===== src/rtl/ps2_keycode_frontend.sv =====
// ps2_keycode_frontend: PS/2 device-to-host frame receiver feeding a set-2 prefix
// and modifier folder that emits 16-bit keycodes with a one-cycle strobe.
module ps2_keycode_frontend #(
   parameter int FILTER_LEN     = 8,
   parameter int TIMEOUT_CYCLES = 50000
) (
   input  logic        clk,
   input  logic        reset,
   input  logic        ps2_clk,
   input  logic        ps2_data,
   output logic [7:0]  scan_code,
   output logic        scan_parity,
   output logic        scan_busy,
   output logic        scan_rdy,
   output logic        scan_error,
   output logic [15:0] keycode,
   output logic        key_strobe
);
   localparam int FW = $clog2(FILTER_LEN + 1);
   localparam int TW = $clog2(TIMEOUT_CYCLES + 1);
   logic [1:0]    clk_sync_q, clk_sync_d, dat_sync_q, dat_sync_d;
   logic          filt_q, filt_d;
   logic [FW-1:0] fcnt_q, fcnt_d;
   logic [TW-1:0] tcnt_q, tcnt_d;
   logic [3:0]    bit_cnt_q, bit_cnt_d;
   logic [9:0]    sr_q, sr_d;
   logic [7:0]    code_q, code_d;
   logic          par_q, par_d, rdy_q, rdy_d, err_q, err_d;
   logic          ext_q, ext_d, rel_q, rel_d, shift_q, shift_d, ctrl_q, ctrl_d, meta_q, meta_d;
   logic [15:0]   key_q, key_d;
   logic          strobe_q, strobe_d;
   logic          flip, fall, last, frame_ok, busy, timeout;

   always_comb begin
      clk_sync_d = {clk_sync_q[0], ps2_clk};
      dat_sync_d = {dat_sync_q[0], ps2_data};
      // a differing sample run of FILTER_LEN flips the filtered level
      flip       = (clk_sync_q[1] != filt_q) && (fcnt_q == FW'(FILTER_LEN - 1));
      fcnt_d     = (clk_sync_q[1] == filt_q || flip) ? '0 : fcnt_q + 1'b1;
      filt_d     = flip ? ~filt_q : filt_q;
      fall       = flip & filt_q;
      busy       = bit_cnt_q != 4'd0;
      last       = fall && bit_cnt_q == 4'd10;
      // sr holds start..parity; the stop bit is the live sample on the last edge
      frame_ok   = !sr_q[0] && dat_sync_q[1] && (^sr_q[9:1]);
      timeout    = busy && !fall && tcnt_q == TW'(TIMEOUT_CYCLES - 1);
      tcnt_d     = (!busy || fall || timeout) ? '0 : tcnt_q + 1'b1;
      bit_cnt_d  = (last || timeout) ? 4'd0 : fall ? bit_cnt_q + 4'd1 : bit_cnt_q;
      sr_d       = fall ? {dat_sync_q[1], sr_q[9:1]} : sr_q;
      code_d     = last ? sr_q[8:1] : code_q;
      par_d      = last ? sr_q[9] : par_q;
      rdy_d      = last & frame_ok;
      err_d      = (last & ~frame_ok) | timeout;
      ext_d      = ext_q;
      rel_d      = rel_q;
      shift_d    = shift_q;
      ctrl_d     = ctrl_q;
      meta_d     = meta_q;
      key_d      = key_q;
      strobe_d   = 1'b0;
      if (rdy_q) begin
         if (code_q == 8'hE0) ext_d = 1'b1;
         else if (code_q == 8'hF0) rel_d = 1'b1;
         else begin
            shift_d  = (code_q == 8'h12 || code_q == 8'h59) ? ~rel_q : shift_q;
            ctrl_d   = (code_q == 8'h14) ? ~rel_q : ctrl_q;
            meta_d   = (code_q == 8'h11) ? ~rel_q : meta_q;
            key_d    = {rel_q, ext_q, shift_d, ctrl_d, meta_d, 3'b000, code_q};
            strobe_d = 1'b1;
            ext_d    = 1'b0;
            rel_d    = 1'b0;
         end
      end
   end

   always_ff @(posedge clk) begin
      if (reset) begin
         clk_sync_q <= 2'b11;
         dat_sync_q <= 2'b11;
         filt_q     <= 1'b1;
         fcnt_q     <= '0;
         tcnt_q     <= '0;
         bit_cnt_q  <= 4'd0;
         sr_q       <= '0;
         code_q     <= '0;
         par_q      <= 1'b0;
         rdy_q      <= 1'b0;
         err_q      <= 1'b0;
         ext_q      <= 1'b0;
         rel_q      <= 1'b0;
         shift_q    <= 1'b0;
         ctrl_q     <= 1'b0;
         meta_q     <= 1'b0;
         key_q      <= '0;
         strobe_q   <= 1'b0;
      end else begin
         clk_sync_q <= clk_sync_d;
         dat_sync_q <= dat_sync_d;
         filt_q     <= filt_d;
         fcnt_q     <= fcnt_d;
         tcnt_q     <= tcnt_d;
         bit_cnt_q  <= bit_cnt_d;
         sr_q       <= sr_d;
         code_q     <= code_d;
         par_q      <= par_d;
         rdy_q      <= rdy_d;
         err_q      <= err_d;
         ext_q      <= ext_d;
         rel_q      <= rel_d;
         shift_q    <= shift_d;
         ctrl_q     <= ctrl_d;
         meta_q     <= meta_d;
         key_q      <= key_d;
         strobe_q   <= strobe_d;
      end
   end

   assign scan_code   = code_q;
   assign scan_parity = par_q;
   assign scan_busy   = busy;
   assign scan_rdy    = rdy_q;
   assign scan_error  = err_q;
   assign keycode     = key_q;
   assign key_strobe  = strobe_q;
endmodule


===== config.mk =====
export PLATFORM = sky130hd
export DESIGN_NAME = ps2_keycode_frontend
export DESIGN_NICKNAME = d
export VERILOG_FILES = /design/src/rtl/ps2_keycode_frontend.sv
export SDC_FILE = /design/constraint.sdc
export NUM_CORES = 1
export LEC_CHECK = 0
export ABC_CLOCK_PERIOD_IN_PS = 1840
export CAP_MARGIN = 20
export CELL_PAD_IN_SITES_DETAIL_PLACEMENT = 1
export CELL_PAD_IN_SITES_GLOBAL_PLACEMENT = 1
export CORE_MARGIN = 5
export CORE_UTILIZATION = 32
export CTS_BUF_LIST = sky130_fd_sc_hd__clkbuf_4
export DETAILED_ROUTE_END_ITERATION = 16
export PLACE_DENSITY_LB_ADDON = 0.1
export SLEW_MARGIN = 30
export SYNTH_ARGS = -nofsm -noshare
export SYNTH_HDL_FRONTEND = slang
export SYNTH_SLANG_ARGS = --single-unit

===== constraint.sdc =====
create_clock -name clk -period 1.84 [get_ports clk]
set_input_delay 0.276 -clock clk [delete_from_list [all_inputs] [get_ports clk]]
set_output_delay 0.276 -clock clk [all_outputs]
set_load 0.02 [all_outputs]

# Word level (Yosys, flattened, before mapping)
# Index checks and enable logic that the tools add are counted.
dict set report op_classes {
  addsub 3
  n_eq_ne 12
  n_mux 7
  bitwise_logic 10
  reduce_logical 23
}
# cell n
set ops {}
lappend ops {{== test 8 x 5 -> 1 bit, second input constant} 3}
lappend ops {{adder 16 x 1 -> 16 bit, second input constant} 1}
lappend ops {{== test 16 bit, second input constant} 1}
lappend ops {{== test 8 bit, second input constant} 2}
lappend ops {{parity 9 bit} 1}
lappend ops {{adder 4 x 1 -> 4 bit, second input constant} 2}
lappend ops {{== test 8 x 7 -> 1 bit, second input constant} 1}
lappend ops {{2-to-1 mux 1 bit} 7}
lappend ops {{logical AND 1 bit} 6}
lappend ops {{inverter 1 bit} 6}
lappend ops {{OR reduction 2 bit} 3}
lappend ops {{logical OR 1 bit} 5}
lappend ops {{== test 4 x 3 -> 1 bit, second input constant} 1}
lappend ops {{== test 4 bit, second input constant} 1}
lappend ops {{AND reduction 2 bit} 2}
lappend ops {{nonzero test 4 bit} 1}
lappend ops {{bitwise AND 1 bit} 3}
lappend ops {{logical NOT 1 bit} 3}
lappend ops {{AND reduction 3 bit} 1}
lappend ops {{OR reduction 3 bit} 1}
lappend ops {{!= test 2 bit, second input constant} 1}
lappend ops {{== test 1 bit} 1}
lappend ops {{!= test 1 bit} 1}
lappend ops {{bitwise OR 1 bit} 1}
dict set report totals {
  reg_bits 69
  input_bits 4
  word_cells 73
}

# Depth between registers and ports, before layout
dict set report logic_depth {
  depth_word 8
  depth_mapped 8
  mapped_depth_nobuf 7
}

# Worst setup path after synthesis
# No wires, ideal clock.
dict set report synth_path {
  kind {register to register}
  startpoint {reg code_q[4], in the netlist scan_code[4]}
  endpoint {reg key_q[11], in the netlist keycode[11]}
  arrival_ns 1.683
  path_slack_ns 0.031
  stages_incl_launch_ff 6
  cell_sequence {dfxtp_1 > or3b_1 > or4_4 > nor3_2 > mux2i_1 > nor2_1}
}
dict set report synth_via {
  elab_chain_len 3
}
# element line
set synth_rtl {}
lappend synth_rtl {{start, declared} 27} ;# logic [7:0] code_q, code_d;
lappend synth_rtl {{start signal, assigned} 104} ;# code_q <= code_d;
lappend synth_rtl {{== test 8 bit (on tied branches)} {63, 62}}
lappend synth_rtl {{inverter 1 bit (no source line)} --}
lappend synth_rtl {{AND reduction 3 bit (no source line)} --}
lappend synth_rtl {{end signal, assigned} 113} ;# key_q <= key_d;
lappend synth_rtl {{end, declared} 30} ;# logic [15:0] key_q, key_d;
# Parallel ways exist; a longest one is shown, timed or not.
# A chain may end at the register's enable or synchronous reset.

# Worst setup path after layout
dict set report layout_path {
  startpoint {reg rdy_q, in the netlist scan_rdy}
  endpoint {out scan_rdy}
}
# element line
set layout_lines {}
lappend layout_lines {{start, declared} 28} ;# logic par_q, par_d, rdy_q, rdy_d, err_q, err_d;
lappend layout_lines {{start signal, assigned} 106} ;# rdy_q <= rdy_d;
lappend layout_lines {{end, declared} 14} ;# output logic scan_rdy,
# No word-level cell between the ends.

==> flow_metrics.py <==
metrics = {
    "outcome": {
        "status": "completed",
    },
    "floorplanning": {
        "fp.dieArea_um2": 10700,
        "num_rows": 34,
        "die_h_um": 103,
        "dieWidth_um": 103,
        "initial_core_util": 0.324,
        "core_area_um2": 8640,
        "io-pin-count": 33,
    },
    "timing": {
        "clock_skew_ns": 0.0120,
        "rsz0062_at_grt": "false",
        "post-route-period-util": 0.958,
        "setup_viol": 0,
        "drv_slew": 0,
        "clock.fmax_mhz": 568,
        "holdWs_ns": 0.420,
        "hold_viol_final": 0,
        "min_period_ns": 1.76,
    },
    "synthesis": {
        "syn_avg_cell_area_um2": 9.47,
        "syn_inst": 295,
        "synth-seq-cells": 66,
        "ys_types": 48,
        "ys_seq_area_frac": 0.473,
        "syn_area_um2": 2790,
        "yosysWarnings": 0,
        "ys.flop_type": "dfxtp_1",
        "synth_edf_count": 0,
        "async_flop_share": 0,
    },
    "clocking": {
        "cts-hold-fix-buffers": 0,
        "clock-root-buffer": "clkbuf_4",
        "ctsLongestPathBuffers": 2,
        "postCtsSetupRepairBufs": 0,
        "insertion_delay_ns": 0.41,
        "cts_tree": "done",
        "cts_buffers": 9,
        "clk_pin_slew_ns": 0.11,
        "cts_htree_levels": 3,
        "clkSinkCount": 66,
    },
    "cells_and_area": {
        "final_core_util": 0.410,
        "mostFrequentLayoutCells": "dfxtp_1, nand2_1, buf_4, nor2_1, clkdlybuf4s50_1",
        "num-nets-final": 366,
        "final_common_cell": "dfxtp_1",
        "layout-drive-gt1-share": 0.215,
        "final_area_um2": 3540,
        "diodes": 0,
        "instances_no_fill": 470,
        "area_growth_syn_to_layout_pct": 26.8,
    },
    "global_routing": {
        "grt_pass1_wl_um": 10900,
        "first_global_vias": 2223,
        "grt_max_degree": 16,
        "grtUsageTotal": 0.132,
        "antenna_found_initial": 0,
        "grt_overflow": 0,
    },
    "run": {
        "drv_cap": 0,
    },
    "drt": {
        "vias_per_cell": 4.69,
        "antenna_left": 0,
        "vias": 2205,
        "wl_per_cell_um": 13.9,
        "drt_pre_antenna_iters": 4,
        "drc": 0,
        "totalWireLength_um": 6530,
        "drtIter0Drc": 44,
    },
    "worst_setup_path": {
        "critical_path.top_delay_family": "buffers and inverters",
        "worst-setup-path-type": "reg2out",
        "path_cells": "clkdlybuf4s50_1",
        "start_kind": "register",
        "critPathMaxFanout": 6,
        "cp_num_buf_inv": 1,
        "crit_arrival_ns": 1.49,
        "required_ns": 1.56,
        "critPathSlowestCell": "clkdlybuf4s50_1",
        "end_kind": "output port",
        "cp_slowest_stage_delay_ns": 0.64,
    },
    "placed_design": {
        "hpwl_um": 4840,
        "routabilityCongestion": 0.702,
        "place_area_um2": 3400,
        "dpl.cell_count": 454,
        "numPortBuffers": 29,
    },
    "pwr": {
        "p_total_mw": 2.30,
        "power_density_nw_per_um2": 650,
        "leakage_nw": 1.44,
        "max-vdd-ir-drop_uv": 214,
    },
    "min_path": {
        "hp-class": "reg2reg",
    },
}
[synth_stat cells, types with 2 or more instances]
library cell / instances / area [um2]
dfxtp_1: 66 / 1320
nand2_1: 40 / 150
nor2_1: 35 / 131
a21oi_1: 21 / 105
xnor2_1: 12 / 105
nand3_1: 11 / 55.1
xor2_1: 11 / 96.3
inv_1: 10 / 37.5
mux2i_1: 8 / 80.1
buf_4: 7 / 52.6
a22o_1: 6 / 52.6
nor3_1: 6 / 30.0
ha_1: 5 / 62.6
or2_2: 5 / 31.3
clkbuf_1: 4 / 15.0
and3_1: 3 / 18.8
buf_2: 3 / 15.0
buf_6: 3 / 33.8
nand4_1: 3 / 18.8
nand4bb_1: 3 / 33.8
nor3_2: 2 / 20.0
nor3b_1: 2 / 15.0
o21ai_0: 2 / 10.0
o21ai_1: 2 / 10.0
or3b_1: 2 / 17.5
[flip-flops by register name (all words and copies together) (netlist names), 2 cells and up]
name and count:
bit_cnt_q 4, tcnt_q 16, keycode 13, scan_code 8, clk_sync_q 2, sr_q 10, fcnt_q 4, dat_sync_q 2
[worst paths after layout]
| check | from | end | slack [ns] | cells after the start |
|---|---|---|---|---|
| worst min-delay path | clk_sync_q[0] | clk_sync_q[1] | 0.42 | 1 |
| worst min register to register | clk_sync_q[0] | clk_sync_q[1] | 0.42 | 1 |
| worst max-delay path | scan_rdy | scan_rdy | 0.08 | 1 |
| worst max register to register | scan_code[7] | keycode[12] | 0.09 | 5 |
[routing by layer]
| metal | global-route usage | up-vias | wire length (um) |
|---|---|---|---|
| met4 | 0.0478 | 0 | 42 |
| met2 | 0.214 | 32 | 3070 |
| met5 | 0 | - | 0 |
| met3 | 0.0389 | 5 | 270 |
| li1 | - | 1117 | - |
| met1 | 0.165 | 1051 | 3140 |
[logic make-up after synthesis]
logic type | count (synthesis) | synth area share
other | 1 | 0.00134
DFF | 66 | 0.473
buffers and inverters | 28 | 0.0596
and+or+nand+nor | 126 | 0.243
adders and majority gates | 5 | 0.0224
AOI/OAI and AO/OA | 37 | 0.0918
muxes | 8 | 0.0287
xor gates and xnor gates | 24 | 0.0802
[layout make-up]
class	instances	area [um2]
multi-input combinational	203	1340
fill	1029	5090
tap	108	135
sequential	66	1320
inverter	10	37.5
clock buffer	10	75.1
timing repair buffer	67	596
clock inverter	6	33.8
[stage by stage]
step                TNS (ns)  setup WS, ns
global route               0       0.00127
floorplan                  0        0.0311
global placement           0       0.00360
detailed placement    -0.147       -0.0384
finish                     0        0.0780
CTS                        0      0.000754
[report_power, final]
group,internal [mW],total [mW],leakage [nW],switching (mW)
sequential,1.43,1.44,0.533,0.00242
clock,0.281,0.823,0.0596,0.542
combinational,0.0168,0.0449,0.843,0.0282
[what timing repair did]
item,in CTS,in global routing
setup endpoints to repair,12,17
resized for setup,8,10
pin swaps,0,0
endpoints found under the hold margin,0,0
Power figures use the tool's default switching activity.
